$ cat config.mk
export PLATFORM = sky130hd
export DESIGN_NAME = rom_dl_router
export DESIGN_NICKNAME = d
export VERILOG_FILES = /design/src/rtl/rom_dl_router.sv
export SDC_FILE = /design/constraint.sdc
export NUM_CORES = 1
export LEC_CHECK = 0
export BUFFER_PORTS_ARGS = -buffer_cell sky130_fd_sc_hd__buf_4
export CAP_MARGIN = 15
export CELL_PAD_IN_SITES_DETAIL_PLACEMENT = 2
export CELL_PAD_IN_SITES_GLOBAL_PLACEMENT = 2
export CORE_ASPECT_RATIO = 0.8
export CORE_MARGIN = 2
export CORE_UTILIZATION = 39
export CTS_BUF_LIST = sky130_fd_sc_hd__clkbuf_4
export DETAILED_ROUTE_END_ITERATION = 8
export HOLD_SLACK_MARGIN = 0.05
export MAX_ROUTING_LAYER = met4
export PLACE_DENSITY = 0.95
export SLEW_MARGIN = 20
export SYNTH_ARGS = -nofsm -noshare
export SYNTH_HDL_FRONTEND = slang
export SYNTH_SLANG_ARGS = --single-unit
$ cat constraint.sdc
create_clock -name clk_sys -period 3.4 [get_ports clk_sys]
set_input_delay 0.17 -clock clk_sys [delete_from_list [all_inputs] [get_ports clk_sys]]
set_output_delay 0.17 -clock clk_sys [all_outputs]
set_load 0.1 [all_outputs]
$ cat src/rtl/rom_dl_router.sv
// rom_dl_router: routes ioctl download bytes to address regions, captures DIP/core-mod bytes, generates post-load core reset; ROM_DL_CHECKSUM_EN adds an index-0 byte checksum
module rom_dl_router #(
  parameter int NUM_REGIONS = 4,
  parameter int ADDR_W = 25,
  parameter logic [NUM_REGIONS*ADDR_W-1:0] REGION_BASE = {25'h50000, 25'h30000, 25'h20000, 25'h0},
  parameter int DIP_BYTES = 8,
  parameter int RST_CNT_W = 16
) (
  input  logic                     clk_sys,
  input  logic                     reset_n,
  input  logic                     ioctl_download,
  input  logic [7:0]               ioctl_index,
  input  logic                     ioctl_wr,
  input  logic [ADDR_W-1:0]        ioctl_addr,
  input  logic [7:0]               ioctl_dout,
  input  logic                     soft_reset,
  input  logic [NUM_REGIONS-1:0]   port_ack,
  output logic [NUM_REGIONS-1:0]   port_req,
  output logic [NUM_REGIONS-1:0]   region_wr,
  output logic [ADDR_W-1:0]        region_addr,
  output logic [7:0]               region_data,
  output logic [8*DIP_BYTES-1:0]   dip,
  output logic [7:0]               core_mod,
  output logic                     rom_loaded,
  output logic                     core_reset,
  output logic [NUM_REGIONS-1:0]   overrun,
  output logic [15:0]              checksum
);
  logic                   wr_d, dl0_d, s_rise, s_dl, act;
  logic [7:0]             s_index, s_data;
  logic [ADDR_W-1:0]      s_addr, off;
  logic [NUM_REGIONS-1:0] hit;
  logic [RST_CNT_W-1:0]   cnt;
  logic                   dl0, dl0_rise, dl0_fall;
  assign dl0      = ioctl_download & (ioctl_index == 8'd0);
  assign dl0_rise = dl0 & ~dl0_d;
  assign dl0_fall = ~dl0 & dl0_d;
  // capture stage: detect the write rising edge and latch the byte it belongs to
  always_ff @(posedge clk_sys or negedge reset_n)
    if (!reset_n) begin
      wr_d    <= 1'b0;
      dl0_d   <= 1'b0;
      s_rise  <= 1'b0;
      s_dl    <= 1'b0;
      s_index <= '0;
      s_data  <= '0;
      s_addr  <= '0;
    end else begin
      wr_d    <= ioctl_wr;
      dl0_d   <= dl0;
      s_rise  <= ioctl_wr & ~wr_d;
      s_dl    <= ioctl_download;
      s_index <= ioctl_index;
      s_data  <= ioctl_dout;
      s_addr  <= ioctl_addr;
    end
  // bases ascend, so the last region whose base is not above the address wins
  always_comb begin
    hit = '0;
    off = '0;
    for (int i = 0; i < NUM_REGIONS; i++)
      if (s_addr >= REGION_BASE[i*ADDR_W +: ADDR_W]) begin
        hit    = '0;
        hit[i] = 1'b1;
        off    = s_addr - REGION_BASE[i*ADDR_W +: ADDR_W];
      end
    act = s_rise & s_dl & (s_index == 8'd0) & (|hit);
  end
  // region write: toggle request, one-cycle strobe, flag overrun if still unacked
  always_ff @(posedge clk_sys or negedge reset_n)
    if (!reset_n) begin
      port_req    <= '0;
      region_wr   <= '0;
      region_addr <= '0;
      region_data <= '0;
      overrun     <= '0;
    end else begin
      region_wr <= act ? hit : '0;
      overrun   <= (dl0_rise ? '0 : overrun) | (act ? hit & (port_req ^ port_ack) : '0);
      if (act) begin
        port_req    <= port_req ^ hit;
        region_addr <= off;
        region_data <= s_data;
      end
    end
  // DIP and core-mod capture from their own download indices
  always_ff @(posedge clk_sys or negedge reset_n)
    if (!reset_n) begin
      dip      <= '0;
      core_mod <= '0;
    end else if (s_rise) begin
      if (s_index == 8'd1) core_mod <= s_data;
      for (int k = 0; k < DIP_BYTES; k++)
        if (s_index == 8'd254 && s_addr == ADDR_W'(k)) dip[8*k +: 8] <= s_data;
    end
  // core reset: hold while loading or soft reset, then count down before release
  always_ff @(posedge clk_sys or negedge reset_n)
    if (!reset_n) begin
      rom_loaded <= 1'b0;
      cnt        <= '1;
      core_reset <= 1'b1;
    end else begin
      rom_loaded <= rom_loaded | dl0_fall;
      cnt        <= (soft_reset | ~rom_loaded | dl0) ? '1 : cnt - RST_CNT_W'(cnt != '0);
      core_reset <= |cnt;
    end
`ifdef ROM_DL_CHECKSUM_EN
  logic [15:0] sum;
  // checksum restarts with each index-0 download and holds once it ends
  always_ff @(posedge clk_sys or negedge reset_n)
    if (!reset_n) sum <= '0;
    else sum <= (dl0_rise ? 16'h0 : sum) + (act ? {8'h0, s_data} : 16'h0);
  assign checksum = sum;
`else
  assign checksum = 16'h0000;
`endif
endmodule

==> results.cfg <==
[drt]
drt.antenna.violating_nets = 0
wl_met1_um = 9300
vias = 5153
routed-wl-met2_um = 12000
top_layer_used = met4
via_per_inst = 5.17
met3WireLength_um = 848
drtIter0Drc = 256
wl_um = 22500
dr.pass1.iters = 4
avgRoutedWirePerCell_um = 22.5
route.detailed.drc = 0

[cts]
cts-htree-levels = 4
clock_latency_ps = 580
cts_resized = 0
holdBufCountCts = 49
clock_sinks = 180
cts_tree = done
cts_setup_buffers = 0
cts_buffers = 17
clock_tree.root_cell = clkbuf_4
clk_pin_slew_ps = 160
cts.path.max_buffers = 2

[timing]
slew_viol_final = 0
post-route-period-util = 0.823
min_period_ps = 2800
rsz0062_at_grt = no
setup_viol = 0
tns_ps = 0
finalHoldViolCount = 0
tightest_slew_ps = 651
fmax_ghz = 0.357
finClkSkew_ps = 27.5
setup_ws_ps = 602
slew_headroom = 0.564

[power_and_ir_drop]
irDropWorstVdd_uv = 182
p_per_area_nw_per_um2 = 405
cellLeakagePower_nw = 4.73

[layout]
final_layout_size_suffix_gt1_frac = 0.420
fin_nets = 816
area_growth_pct = 30.4
antenna_cells = 0

[grt]
grt_start_max_net_pins = 78
grt_pass1_vias = 5881
antenna_found_initial = 0
grt_pass1_wl_um = 35100
grt.overflow.total = 0
grt_use_total = 0.247

[placement]
portBuffers = 168
dp_slack_ps = 691
dp_hpwl_um = 15800
place_congestion = 0.874

[logic_synthesis]
ys_seq_elements = 180
synth.area.top_cells = dfrtp_1, mux2_2, dfstp_2
synth_edf_count = 0
ys_warn_count = 0
synth-main-ff-cell = dfrtp_1
syn_avg_cell_area_sq_um = 13.5
synthCells = 533
async_flop_share = 1.00
synth_top_area_cell = dfrtp_1
synth.top_cell.area_share = 0.565
synth.yosys.seq_area_share = 0.627
synth_commonest_cells = dfrtp_1, mux2_2, nand2_1
synth_cell_types = 55
yosysMostFrequentCell = dfrtp_1
netlist_area_sq_um = 7210

[floorplanning]
ios = 185
fp.dieH_um = 126
core_sq_um = 18100
die_area_sq_um = 19600
die_w_um = 156
start_util = 0.398
row_count = 44

[worst_setup_path]
crit_fanout = 8
r2r_slack_ps = 600
r2r_cells = 7
regToRegStartpoint = s_addr[17]
worst_path_max_delay_cell = dfrtp_1
required_ps = 3910
cp.arrival_ps = 3310
r2r_end = overrun[2]
path_class = reg -> reg
crit_path_max_incr_delay_ps = 570
path_cells = inv_1, ha_1, a21oi_1, and3_1, o21ai_1, nor3_1, a22o_1
critPathCaptureType = flip-flop
critPathLaunchType = flip-flop

[run]
maxCapViolations = 0

[hold_path]
hold_path_class = in -> async

[outcome]
status = complete, no violations
## layout by cell type, fill, tap and decap left out, drive strengths merged, types with 2 or more instances in the layout
cell type,n
and3,2
a21oi,8
nand4,7
conb,16
dlygate4sd3,49
nor2b,4
xnor2,12
nand3,13
clkbuf,17
or3,5
nor4,7
o21ai,14
and4,2
nor3b,3
clkinv,5
clkinvlp,5
nor2,17
nand3b,5
dfrtp,163
a21o,2
dfstp,17
a2111o,2
xor2,9
inv,10
a22oi,3
and2,2
bufinv,2
o211ai,3
nor3,18
buf,173
or4,2
a31oi,2
a22o,3
nand2,51
ha,11
nand4b,2
mux2,88
## worst max-delay path, delay by kind of cell (launching register included)
family / cells / cell delay [ps]
flip-flops: 1 / 570
AND/OR/NAND/NOR: 2 / 890
AO/OA/AOI/OAI: 3 / 760
buffers and inverters: 1 / 220
adder cells (fa/ha/maj): 1 / 280
## registers in the layout, summed over array words and instances (netlist names)
name and cells:
core_reset 1, region_addr 25, cnt 16, rom_loaded 1, s_index 8, region_data 8
s_data 8, core_mod 8, dip 64, dl0_d 1, region_wr 4, s_dl 1
port_req 4, overrun 4, s_addr 25, s_rise 1, wr_d 1
## layer usage
metal / vias up / global-route usage
met5: - / -
met4: 0 / 0.0637
met2: 142 / 0.419
li1: 2268 / -
met3: 30 / 0.0478
met1: 2713 / 0.305
## worst max path at each step
stage	start	endpoint	slack, ps	cells past startpoint
finish	s_addr[17]	overrun[2]	600	7
global route	s_addr[17]	port_req[2]	350	7
CTS	s_addr[17]	overrun[2]	620	7
detailed placement	s_addr[17]	overrun[2]	690	7
global placement	s_addr[4]	region_addr[23]	840	6
floorplan	s_addr[17]	dip[40]	1140	7
## kinds of logic after synthesis
family | count (synthesis) | synth area share
flops | 180 | 0.627
simple gates | 143 | 0.112
mux | 89 | 0.139
compound gates | 45 | 0.0415
buf+inv | 43 | 0.0357
xor+xnor | 21 | 0.0255
fa+ha+maj | 11 | 0.0191
other cells | 1 | 0.000520
## where the power goes
| group | leakage (nW) | switching (mW) | internal (mW) | total [mW] |
|---|---|---|---|---|
| sequential | 2.35 | 0.0590 | 2.18 | 2.24 |
| clock | 0.133 | 0.758 | 0.427 | 1.18 |
| combinational | 2.24 | 0.268 | 0.118 | 0.386 |
## area by class of cell
type,count,area (sq um)
fill,1742,8710
sequential,180,4530
multi-input combinational,325,2490
timing repair buffer,222,1810
tap,230,288
clock inverter,13,138
clock buffer,17,128
inverter,9,33.8
## through the flow
| stage | util | cell area (sq um) | hold WS [ps] | std cells | total power [mW] |
|---|---|---|---|---|---|
| floorplan | - | 7270 | -126 | 548 | 2.48 |
| global placement | 0.478 | 8650 | 189 | 917 | 2.60 |
| detailed placement | 0.478 | 8650 | 204 | 917 | 2.62 |
| CTS | 0.519 | 9410 | 106 | 996 | 3.85 |
| global route | 0.519 | 9410 | 140 | 996 | 3.97 |
| finish | 0.519 | 9410 | 139 | 996 | 3.81 |
No activity file was read; power rests on OpenSTA's default activity.
